<file path="src/rtl/image_spike_streamer.sv">
// Captures a binary image on iSTART and streams the index of every set pixel, NUM_STEPS times,
// each pass closed by an end-of-step beat. Optional per-step accepted-spike counter: SPK_COUNT_EN.
module image_spike_streamer #(
   parameter int IMG_BITS  = 784,
   parameter int IDX_W     = 10,
   parameter int NUM_STEPS = 4,
   parameter int STEP_W    = 2
) (
   input  logic                iCLK,
   input  logic                iRESET,
   input  logic [IMG_BITS-1:0] iIMAGE,
   input  logic                iSTART,
   output logic                oBUSY,
   output logic                oSPK_VALID,
   input  logic                iSPK_READY,
   output logic [IDX_W-1:0]    oSPK_IDX,
   output logic [STEP_W-1:0]   oSPK_STEP,
   output logic                oSPK_EOS,
   output logic                oDONE
`ifdef SPK_COUNT_EN
   ,
   output logic [IDX_W:0]      oSPK_COUNT
`endif
);

   typedef enum logic [2:0] {
      S_IDLE,
      S_SCAN,
      S_EMIT,
      S_EOS,
      S_DONE
   } state_t;

   localparam logic [IDX_W-1:0]  P_LAST = IDX_W'(IMG_BITS - 1);
   localparam logic [STEP_W-1:0] S_LAST = STEP_W'(NUM_STEPS - 1);

   state_t                state_q, state_d;
   logic [IMG_BITS-1:0]   img_q, img_d;
   logic [IDX_W-1:0]      p_q, p_d;
   logic [STEP_W-1:0]     s_q, s_d;

   always_ff @(posedge iCLK) begin
      if (iRESET) begin
         state_q <= S_IDLE;
         img_q   <= '0;
         p_q     <= '0;
         s_q     <= '0;
      end else begin
         state_q <= state_d;
         img_q   <= img_d;
         p_q     <= p_d;
         s_q     <= s_d;
      end
   end

   always_comb begin
      state_d = state_q;
      img_d   = img_q;
      p_d     = p_q;
      s_d     = s_q;
      unique case (state_q)
         S_IDLE: begin
            if (iSTART) begin
               img_d   = iIMAGE;
               p_d     = '0;
               s_d     = '0;
               state_d = S_SCAN;
            end
         end
         S_SCAN: begin
            if (img_q[p_q]) begin
               state_d = S_EMIT;
            end else if (p_q == P_LAST) begin
               state_d = S_EOS;
            end else begin
               p_d = p_q + 1'b1;
            end
         end
         S_EMIT: begin
            if (iSPK_READY) begin
               if (p_q == P_LAST) begin
                  state_d = S_EOS;
               end else begin
                  p_d     = p_q + 1'b1;
                  state_d = S_SCAN;
               end
            end
         end
         S_EOS: begin
            if (iSPK_READY) begin
               if (s_q == S_LAST) begin
                  state_d = S_DONE;
               end else begin
                  s_d     = s_q + 1'b1;
                  p_d     = '0;
                  state_d = S_SCAN;
               end
            end
         end
         S_DONE: begin
            state_d = S_IDLE;
         end
         default: begin
            state_d = S_IDLE;
         end
      endcase
   end

   // Beat fields are forced to zero whenever no beat is presented.
   always_comb begin
      oBUSY      = (state_q != S_IDLE);
      oSPK_VALID = (state_q == S_EMIT) || (state_q == S_EOS);
      oSPK_EOS   = (state_q == S_EOS);
      oSPK_IDX   = (state_q == S_EMIT) ? p_q : '0;
      oSPK_STEP  = oSPK_VALID ? s_q : '0;
      oDONE      = (state_q == S_DONE);
   end

`ifdef SPK_COUNT_EN
   localparam logic [IDX_W:0] CNT_MAX = (IDX_W + 1)'(IMG_BITS);

   logic [IDX_W:0] cnt_q, cnt_d;

   always_ff @(posedge iCLK) begin
      if (iRESET) begin
         cnt_q <= '0;
      end else begin
         cnt_q <= cnt_d;
      end
   end

   always_comb begin
      cnt_d = cnt_q;
      if ((state_q == S_IDLE) && iSTART) begin
         cnt_d = '0;
      end else if ((state_q == S_EOS) && iSPK_READY) begin
         cnt_d = '0;
      end else if ((state_q == S_EMIT) && iSPK_READY && (cnt_q < CNT_MAX)) begin
         cnt_d = cnt_q + 1'b1;
      end
   end

   assign oSPK_COUNT = cnt_q;
`endif

endmodule
</file>
<file path="config.mk">
export PLATFORM = sky130hd
export DESIGN_NAME = image_spike_streamer
export DESIGN_NICKNAME = d
export VERILOG_FILES = /design/src/rtl/image_spike_streamer.sv
export SDC_FILE = /design/constraint.sdc
export NUM_CORES = 2
export LEC_CHECK = 0
export ABC_AREA = 1
export CORE_UTILIZATION = 30
export DETAILED_ROUTE_END_ITERATION = 10
export HOLD_SLACK_MARGIN = 0.08
export PLACE_DENSITY = 0.56
export SLEW_MARGIN = 20
export SYNTH_ARGS = -nofsm -noshare
export SYNTH_HDL_FRONTEND = slang
export SYNTH_SLANG_ARGS = --single-unit
</file>
<file path="constraint.sdc">
create_clock -name iCLK -period 4.88 [get_ports iCLK]
set_input_delay 0.732 -clock iCLK [delete_from_list [all_inputs] [get_ports iCLK]]
set_output_delay 0.732 -clock iCLK [all_outputs]
set_load 0.05 [all_outputs]
</file>
==> impl_results.md <==
* Post-CTS sizing at 0
* Mapped Cells at 5084
* Global-route wire length before repair at 206.1 mm
* Final hold violations at 0
* Cell variety after synth at 27
* Post-synth top flop: dfxtp_1
* DRC Markers at 0
* Crit path from: p_q[4]
* Setup crit end kind: output port
* Slew HR at 31.29%
* Commonest cells after routing, fill and taps aside: a21oi_1, o21ai_0, inv_1, clkdlybuf4s50_1, dfxtp_1
* Synth Register Bits at 799
* Die Span X at 347.9 um
* Hold_ws at 438.5 ps
* Die Y at 347.9 um
* Die area at 121000 sq um
* Clock power share at 27.9%
* Hpwl dp at 96.23 mm
* FF-to-FF path depth at 19
* Area Overhead vs Synth at 33.49%
* Effective utilization at floorplan at 30.31%
* I/O pins at 804
* Reg2reg start: p_q[0]
* Sw Share at 39.60%
* Count of input and output buffers at 803
* P_sw at 10580 uW
* Nature of the critical path startpoint: flip-flop
* Largest buffer count on any clock path at 3
* Post-Layout Cell Count at 7290
* Max Freq at 245.5 MHz
* Internal power at 16140 uW
* Synth warn at 0
* Vias per Instance at 4.886
* Met2 wire len at 65.96 mm
* Capture point of the worst path: oSPK_IDX[4]
* First-pass iteration count of the detailed router at 6
* Worst-Skew Late Latency at 660 ps
* Largest net degree at the start of global routing at 214
* Worst R2R End: p_q[7]
* Post CTS Setup Buffer Count at 0
* Initial DRC count at 2799
* Nets at 6395
* Max VDD drop at 335.5 uV
* Vias in the first global route at 33670
* CTS Sinks at 799
* Maximum fanout along the worst path at 12
* Routed Antenna Nets at 0
* Fraction of registers with async set/reset at 0%
* Syn Nets at 5874
* WL met3 at 7.865 mm
* Wirelength, routed at 140.3 mm
* Slew at the pin closest to its max-slew limit at 1020 ps
* Top Layer Used: met5
* MaxCap Viol Count at 0
* Arrival @ worst endpoint at 3340 ps
* Slowest CP cell: clkdlybuf4s50_1
* Delay of the slowest critical-path stage at 870 ps
* Critical path cell sequence: buf_4 > clkinv_1 > nor2_1 > clkdlybuf4s50_1
* Gpl congestion at 0.8281
* GRT overflow at 0
* Post-synthesis sequential area ratio at 44.57%
* WP data required at 4150 ps
* TritonCTS clock tree: yes
* Commonest non-fill, non-tap cell in the layout: a21oi_1
* Initial antenna violation count at 21
* FILL cells at 12230
* Core Box Area at 118400 sq um
* Share of layout cells above drive strength 1 at 3.946%
* Status: complete, no violations
* Syn avg cell area at 7.059 sq um
* Final setup violation count at 0
* Fin Setup TNS at 0 ps
* CTS clock-pin slew for the worst setup and hold paths at 60 ps
* Pwr per Cell Area at 557.9 nW/um^2
* Final period utilization at 83.48%
* Pleak at 0.01834 uW
* Met1 WL at 60.81 mm
* CTS buffer count at 92
* Worst hold path class: flip-flop to flip-flop
* Combinational share of power at 38.4%
* Num rows at 126
* Post-synth EDFFs at 0
* Clock skew at 19.16 ps
* Mapped Area at 35890 sq um
* Placed insts at 7111
* Detailed-route wire length per cell at 19.25 um
* Root buffer cell: clkbuf_16
* Tmin final at 4074 ps
* Crit path kind: flip-flop to output port
* GRT Total Usage at 22.10%
* Vias at 35620
* RSZ-0062 raised after global routing: no
* Hold-fix buffers, CTS at 0
* H-tree depth at 3
* Slew Viols, Final at 0
* Total Power at 26730 uW
* Setup slack, reg-to-reg at 1330 ps
* Reg power frac at 33.7%
[cell type report]
| cell class | count | area, sq um | share of cell area (%) |
|---|---|---|---|
| flip-flops and latches | 799 | 16010 | 33.42 |
| well taps | 1600 | 2002 | 4.179 |
| clock buffers | 138 | 2820 | 5.887 |
| clock inverters | 28 | 457.9 | 0.9560 |
| diodes | 13 | 32.53 | 0.06791 |
| multi-input cells | 3038 | 14830 | 30.95 |
| repair buffers | 861 | 8673 | 18.11 |
| inverters | 813 | 3078 | 6.425 |
[per-stage QoR]
step,utilization (%),setup WS (ps),area (sq um)
3_5_place_dp,37.66,1303,44590
4_1_cts,40.43,758.3,47870
6_report,40.46,806.4,47900
5_1_grt,40.45,651.1,47890
3_3_place_gp,37.66,1317,44590
2_1_floorplan,-,1091,35890
[synthesized netlist by cell type (4+ instances only)]
cell type	count	share of area [%]
a21oi_1	1040	15
o21ai_0	1002	14
inv_1	808	8.5
dfxtp_1	799	45
nand2_1	436	4.6
nand3_1	409	5.7
clkbuf_1	301	3.1
o211ai_1	67	1.4
buf_2	65	0.91
nor2_1	49	0.51
buf_6	34	1.1
buf_1	20	0.21
o21ai_1	17	0.24
buf_4	13	0.27
nor3_1	4	0.056
[worst min path at each step]
stage            endpoint  cells after the start  slack, ps        from
2_1_floorplan  img_q[104]                      2        420  img_q[104]
5_1_grt        img_q[692]                      2        450  img_q[692]
3_5_place_dp   img_q[692]                      2        430  img_q[692]
4_1_cts        img_q[692]                      2        440  img_q[692]
3_3_place_gp   img_q[619]                      2        430  img_q[619]
6_report       img_q[692]                      2        440  img_q[692]
[flip-flops by register name, indices dropped and copies added, names as in the netlist]
name     flops
s_q          2
p_q         10
state_q      3
img_q      784
[power by group through the flow]
stage / sequential [uW] / clock, uW / combinational [uW]
2_1_floorplan: 8850 / 0 / 7070
3_3_place_gp: 9120 / 0 / 10200
3_5_place_dp: 9140 / 0 / 10300
4_1_cts: 9010 / 7620 / 10300
5_1_grt: 9190 / 7870 / 11500
6_report: 9010 / 7460 / 10300
[critical path, delay by kind of cell (launching register included)]
family | cells | cell delay, ps
buffers and inverters | 3 | 1760
DFF | 1 | 440
and+or+nand+nor | 1 | 460
[routing by layer]
layer / up-vias / track usage [%]
met5: - / 0
li1: 17840 / -
met4: 18 / 9.395
met3: 254 / 3.965
met1: 16470 / 28.35
met2: 1032 / 36.26
[kinds of logic after synthesis]
group	after synthesis	synth area share, %
AOI/OAI and AO/OA	2129	30.18
buffers and inverters	1247	14.15
adders and majority gates	2	0.06972
DFF	799	44.57
and+or+nand+nor	907	11.03
Note: power is estimated with default switching activity, not from simulation.
